## src/rtl/patch_pkg.sv

```systemverilog
// Shared types and config-word layout for the observe/control patch unit.
// Latency: n/a (types, parameters and constant functions only).
// Backpressure: n/a.
package patch_pkg;

  typedef enum logic [1:0] {
    ST_IDLE   = 2'd0,
    ST_LOAD   = 2'd1,
    ST_ARMED  = 2'd2,
    ST_ACTIVE = 2'd3
  } state_t;

  // Default field widths; the top recomputes the layout from its own parameters.
  localparam int OBS_W_DEF  = 8;
  localparam int CTRL_W_DEF = 8;
  localparam int HOLD_W_DEF = 8;

  // Config word, LSB first: match_mask, match_val, ovr_mask, ovr_val, hold.
  function automatic int cfg_width(input int obs_w, input int ctrl_w, input int hold_w);
    return 2 * obs_w + 2 * ctrl_w + hold_w;
  endfunction

  function automatic int off_match_mask();
    return 0;
  endfunction

  function automatic int off_match_val(input int obs_w);
    return obs_w;
  endfunction

  function automatic int off_ovr_mask(input int obs_w);
    return 2 * obs_w;
  endfunction

  function automatic int off_ovr_val(input int obs_w, input int ctrl_w);
    return 2 * obs_w + ctrl_w;
  endfunction

  function automatic int off_hold(input int obs_w, input int ctrl_w);
    return 2 * obs_w + 2 * ctrl_w;
  endfunction

  localparam int CFG_W_DEF = cfg_width(OBS_W_DEF, CTRL_W_DEF, HOLD_W_DEF);

endpackage

```

## src/rtl/patch_cfg_shift.sv

```systemverilog
// Serial config shift register (LSB first) with accepted-bit counter.
// Latency: bit visible in cfg_word one edge after acceptance; load_done is combinational on the last bit.
// Backpressure: none; every shift_en cycle accepts one bit, restart makes that bit bit 0.
module patch_cfg_shift #(
  parameter int CFG_W = 40
) (
  input  logic             clk,
  input  logic             rst_n,
  input  logic             shift_en,
  input  logic             restart,
  input  logic             bit_in,
  output logic [CFG_W-1:0] cfg_word,
  output logic             load_done
);

  localparam int CNT_W = $clog2(CFG_W + 1);

  logic [CNT_W-1:0] bit_cnt;
  logic [CNT_W-1:0] base_cnt;

  // A restart discards any partial count so the incoming bit becomes bit 0.
  always_comb begin
    base_cnt  = restart ? '0 : bit_cnt;
    load_done = shift_en && (base_cnt == CNT_W'(CFG_W - 1));
  end

  // Shift new bits in at the MSB so the first bit ends up at bit 0 after CFG_W shifts.
  always_ff @(posedge clk or negedge rst_n) begin
    if (!rst_n) begin
      cfg_word <= '0;
      bit_cnt  <= '0;
    end else if (shift_en) begin
      if (restart) begin
        cfg_word <= {bit_in, {(CFG_W-1){1'b0}}};
      end else begin
        cfg_word <= {bit_in, cfg_word[CFG_W-1:1]};
      end
      bit_cnt <= load_done ? '0 : base_cnt + 1'b1;
    end
  end

endmodule

```

## src/rtl/patch_control_unit.sv

```systemverilog
// Patch consumer: loads serial config, arms on it, overrides control signals for hold cycles on match.
// Latency: state changes one edge after cfg/match; ctrl_out combinational (one cycle if PATCH_CTRL_OUT_REG_EN).
// Backpressure: none; cfg_valid in ARMED/ACTIVE aborts the patch and restarts loading.
module patch_control_unit
  import patch_pkg::*;
#(
  parameter int OBS_W  = 8,
  parameter int CTRL_W = 8,
  parameter int HOLD_W = 8
) (
  input  logic              clk,
  input  logic              rst_n,
  input  logic              cfg_valid,
  input  logic              cfg_data,
  input  logic [OBS_W-1:0]  observe,
  input  logic [CTRL_W-1:0] ctrl_in,
  output logic [CTRL_W-1:0] ctrl_out,
  output logic              armed,
  output logic              patch_active
);

  localparam int CFG_W = cfg_width(OBS_W, CTRL_W, HOLD_W);
  localparam int O_MM  = off_match_mask();
  localparam int O_MV  = off_match_val(OBS_W);
  localparam int O_OM  = off_ovr_mask(OBS_W);
  localparam int O_OV  = off_ovr_val(OBS_W, CTRL_W);
  localparam int O_HD  = off_hold(OBS_W, CTRL_W);

  state_t              state, state_nxt;
  logic [HOLD_W-1:0]   hold_cnt, hold_cnt_nxt;
  logic [CFG_W-1:0]    cfg_word;
  logic                load_done;
  logic                abort;
  logic                match;
  logic [OBS_W-1:0]    match_mask, match_val;
  logic [CTRL_W-1:0]   ovr_mask, ovr_val, ctrl_patched;
  logic [HOLD_W-1:0]   hold;

  assign match_mask = cfg_word[O_MM +: OBS_W];
  assign match_val  = cfg_word[O_MV +: OBS_W];
  assign ovr_mask   = cfg_word[O_OM +: CTRL_W];
  assign ovr_val    = cfg_word[O_OV +: CTRL_W];
  assign hold       = cfg_word[O_HD +: HOLD_W];

  // Any config bit while a configuration is live throws that configuration away.
  assign abort = cfg_valid && ((state == ST_ARMED) || (state == ST_ACTIVE));
  assign match = ((observe ^ match_val) & match_mask) == '0;

  patch_cfg_shift #(.CFG_W(CFG_W)) u_shift (
    .clk       (clk),
    .rst_n     (rst_n),
    .shift_en  (cfg_valid),
    .restart   (abort),
    .bit_in    (cfg_data),
    .cfg_word  (cfg_word),
    .load_done (load_done)
  );

  // State and hold-counter registers.
  always_ff @(posedge clk or negedge rst_n) begin
    if (!rst_n) begin
      state    <= ST_IDLE;
      hold_cnt <= '0;
    end else begin
      state    <= state_nxt;
      hold_cnt <= hold_cnt_nxt;
    end
  end

  // Next state: loading, arming, timed (or sticky when hold is 0) override window.
  always_comb begin
    state_nxt    = state;
    hold_cnt_nxt = hold_cnt;
    case (state)
      ST_IDLE: begin
        if (cfg_valid) state_nxt = load_done ? ST_ARMED : ST_LOAD;
      end
      ST_LOAD: begin
        if (load_done) state_nxt = ST_ARMED;
      end
      ST_ARMED: begin
        if (cfg_valid) begin
          state_nxt    = load_done ? ST_ARMED : ST_LOAD;
          hold_cnt_nxt = '0;
        end else if (match) begin
          state_nxt    = ST_ACTIVE;
          hold_cnt_nxt = hold;
        end
      end
      ST_ACTIVE: begin
        if (cfg_valid) begin
          state_nxt    = load_done ? ST_ARMED : ST_LOAD;
          hold_cnt_nxt = '0;
        end else if (hold_cnt == HOLD_W'(1)) begin
          state_nxt    = ST_ARMED;
          hold_cnt_nxt = '0;
        end else if (hold_cnt != '0) begin
          hold_cnt_nxt = hold_cnt - 1'b1;
        end
      end
      default: begin
        state_nxt    = ST_IDLE;
        hold_cnt_nxt = '0;
      end
    endcase
  end

  assign armed        = (state == ST_ARMED);
  assign patch_active = (state == ST_ACTIVE);
  assign ctrl_patched = (ctrl_in & ~ovr_mask) | (ovr_val & ovr_mask);

`ifdef PATCH_CTRL_OUT_REG_EN
  // Registered override output; apply, release and pass-through all lag one cycle.
  always_ff @(posedge clk or negedge rst_n) begin
    if (!rst_n) begin
      ctrl_out <= '0;
    end else begin
      ctrl_out <= patch_active ? ctrl_patched : ctrl_in;
    end
  end
`else
  assign ctrl_out = patch_active ? ctrl_patched : ctrl_in;
`endif

endmodule

```

## config.mk

```make
export PLATFORM = sky130hd
export DESIGN_NAME = patch_control_unit
export DESIGN_NICKNAME = d
export VERILOG_FILES = /design/src/rtl/patch_pkg.sv /design/src/rtl/patch_cfg_shift.sv /design/src/rtl/patch_control_unit.sv
export SDC_FILE = /design/constraint.sdc
export NUM_CORES = 1
export LEC_CHECK = 0
export ABC_AREA = 1
export CAP_MARGIN = 15
export CELL_PAD_IN_SITES_DETAIL_PLACEMENT = 0
export CELL_PAD_IN_SITES_GLOBAL_PLACEMENT = 2
export CORE_ASPECT_RATIO = 0.6
export CORE_MARGIN = 10
export CORE_UTILIZATION = 41
export CTS_CLUSTER_DIAMETER = 100
export DETAILED_ROUTE_END_ITERATION = 8
export DONT_BUFFER_PORTS = 1
export PLACE_DENSITY_LB_ADDON = 0.1
export SLEW_MARGIN = 40
export SYNTH_ARGS = -nofsm -noshare
export SYNTH_HDL_FRONTEND = slang
export SYNTH_HIERARCHICAL = 1
export SYNTH_SLANG_ARGS = --single-unit
export TNS_END_PERCENT = 5
```

## constraint.sdc

```tcl
create_clock -name clk -period 3.7 [get_ports clk]
set_clock_uncertainty 0.1 [all_clocks]
set_input_delay 0.74 -clock clk [delete_from_list [all_inputs] [get_ports clk]]
set_output_delay 0.74 -clock clk [all_outputs]
set_load 0.02 [all_outputs]
```

==> impl_metrics.json <==
{
  "setup-violations-final": 0,
  "synth_edf_count": 0,
  "yosysSeqAreaShare": 0.4571,
  "floorplan.die_area_um2": 11450,
  "via_count_of_the_routed_design": 2244,
  "drt-total-wl_um": 6703,
  "grt_max_degree": 57,
  "synth_compound_gate_area_share": 0.1335,
  "fin_nets": 392,
  "timing.setup.critical_path_class": "reg2out",
  "max_frequency_ghz": 0.4090,
  "floorplan.initialDensity": 0.4218,
  "fin_ws_ps": 1255,
  "max_cap_violations": 0,
  "post_synth_and_or_nand_nor_area_fraction": 0.2314,
  "critical_path_required_ps": 2860,
  "die_x_um": 131.6,
  "util_after_layout": 0.4523,
  "placement.io_buffers": 0,
  "die_h_um": 86.98,
  "post-cts-setup-buffer-count": 0,
  "cts_num_sinks": 56,
  "minimum_clock_period_ps": 2445,
  "max-clock-path-buffers": 2,
  "fillers": 724,
  "gr-total-overflow": 0,
  "most-common-layout-cells": "91 x sky130_fd_sc_hd__nand2_1, 77 x sky130_fd_sc_hd__inv_1, 56 x sky130_fd_sc_hd__dfrtp_1, 30 x sky130_fd_sc_hd__nand3_1, 28 x sky130_fd_sc_hd__o22ai_1",
  "worstPathArrival_ps": 1610,
  "synth_warnings": 6,
  "cts_tree": "built",
  "antennaDiodeCount": 0,
  "finish.cell_count_without_fillers": 473,
  "tritoncts.num_buffers": 5,
  "first_global_vias": 2252,
  "totalNegativeSetupSlack_ps": 0,
  "clkSlewWorstSetupHoldPaths_ps": 70,
  "cp-end-kind": "output pin",
  "grt_use_total": 0.1240,
  "synth_xor_area_frac": 0.008571,
  "post_cts_resized": 0,
  "r2r_slack_ps": 1580,
  "detailed_placement_wirelength_estimate_um": 4704,
  "min-delay-path-class": "in2async",
  "power_density_nw_per_um2": 609.0,
  "routed_wire_length_per_instance_um": 14.17,
  "static-leakage-power_nw": 1.525,
  "synthesis.nets": 396,
  "crit_path_start_kind": "flip-flop",
  "muxShareOfSynthArea": 0.02939,
  "timing.slew.headroom": 0.6246,
  "core_ar_um2": 7267,
  "synthToLayoutAreaGrowth_pct": 7.224,
  "pre_cts_setup_slack_ps": 1243,
  "rsz0062_at_grt": "no",
  "clk_root_buffer_cell": "sky130_fd_sc_hd__clkbuf_16",
  "syn-mean-instance-area_um2": 8.240,
  "final_common_cell": "sky130_fd_sc_hd__nand2_1",
  "drtPass1Iterations": 4,
  "dominant_combinational_cell_family_by_area_after_synthesis": "simple AND/OR/NAND/NOR gates",
  "synth_async_sr_flop_share": 1.000,
  "netlist_instances": 372,
  "area_of_the_mapped_netlist_um2": 3065,
  "status": "complete, no violations",
  "layout-drive-gt1-share": 0.1220,
  "finalPower_mw": 2.002,
  "vias_per_cell": 4.744,
  "critical_path.max_fanout": 11,
  "synthFlopType": "sky130_fd_sc_hd__dfrtp_1",
  "gp_congestion": 0.7968,
  "ys_types": 30,
  "first_pass_grt_wire_length_um": 11520,
  "drc": 0,
  "num_io_pins": 30,
  "ctsHoldBuffers": 0,
  "max_slew.worst_pin.slew_ps": 561.7,
  "postRouteAntennaNets": 0,
  "final-hold-violation-count": 0,
  "std_cell_rows": 24,
  "cts.htree.levels": 2,
  "drt_iter0_markers": 176,
  "irDropWorstVdd_v": 0.0003177,
  "initial_antenna_violation_count": 0,
  "clk_latency_ps": 290,
  "synth-adder-area-share": 0.01633,
  "synth.ff_latch_count": 56,
  "placed_cells": 465,
  "drv_slew": 0,
  "min_period_over_period": 0.6608
}
final timing paths:
path / startpoint / to / cells past startpoint
max in group asynchronous: rst_n / u_shift/cfg_word[28] / 0
setup reg to reg: state[1] / state[0] / 15
hold reg to reg: hold_cnt[1] / hold_cnt[1] / 2
min in group clk: hold_cnt[1] / hold_cnt[1] / 2
setup / recovery: state[0] / ctrl_out[4] / 4
hold / removal: rst_n / u_shift/bit_cnt[5] / 0
synth_stat cells, types with 4 or more instances:
cell,count,area [um2]
sky130_fd_sc_hd__o22ai_2,10,125.1
sky130_fd_sc_hd__nand2_1,91,341.6
sky130_fd_sc_hd__o21ai_0,8,40.04
sky130_fd_sc_hd__dfrtp_1,56,1401
sky130_fd_sc_hd__inv_1,77,289.0
sky130_fd_sc_hd__ha_1,4,50.05
sky130_fd_sc_hd__buf_2,9,45.04
sky130_fd_sc_hd__o22ai_1,28,175.2
sky130_fd_sc_hd__mux2_2,8,90.09
sky130_fd_sc_hd__nand3_1,30,150.1
sky130_fd_sc_hd__nor2_4,4,45.04
sky130_fd_sc_hd__nor2_1,15,56.30
sky130_fd_sc_hd__o21ai_1,4,20.02
power by group:
part | leakage [nW] | internal (mW) | switching [mW]
logic | 0.683 | 0.226 | 0.438
clock network | 0.0798 | 0.318 | 0.219
registers | 0.763 | 0.707 | 0.0933
total | 1.53 | 1.25 | 0.751
cell type report:
cell class              count  area, um2  share of cell area
clock inverters             3      42.54             0.01294
flip-flops and latches     56       1401              0.4263
inverters                  80      302.8             0.09212
well taps                 104      130.1             0.03959
multi-input cells         225       1285              0.3909
clock buffers               5      125.1             0.03807
worst max-delay path, stage by stage (launching register included):
cell and delay, ps:
sky130_fd_sc_hd__dfrtp_1 440, sky130_fd_sc_hd__nand2_1 110, sky130_fd_sc_hd__inv_2 290, sky130_fd_sc_hd__nand2_1 120, sky130_fd_sc_hd__mux2_2 350
routing by layer:
layer  track usage  wire [um]  vias up  part of all wire
li1              -          -     1179                 -
met1        0.1828       3630     1017              0.54
met2        0.1732       2682       43              0.40
met3       0.03341        344        5             0.051
met4       0.03015         46        0            0.0069
met5             0          0        -                 0
state kept, by name, indices dropped and copies added, names as in the netlist:
name / count
u_shift/cfg_word: 40
state: 2
hold_cnt: 8
u_shift/bit_cnt: 6
kinds of logic (layout without fill, tap and decap cells):
family / Yosys count / in the layout
and+or+nand+nor: 154 / 154
xor gates and xnor gates: 3 / 3
DFF: 56 / 56
muxes: 8 / 8
adders and majority gates: 4 / 4
AOI/OAI and AO/OA: 56 / 56
buffers and inverters: 91 / 88
through the flow:
stage	instance area, um2	hold slack, ps
floorplan	3065	341.9
global placement	3119	346.0
detailed placement	3119	346.1
CTS	3287	24.57
global route	3287	14.80
finish	3287	36.74
Note: power is estimated with default switching activity, not from simulation.
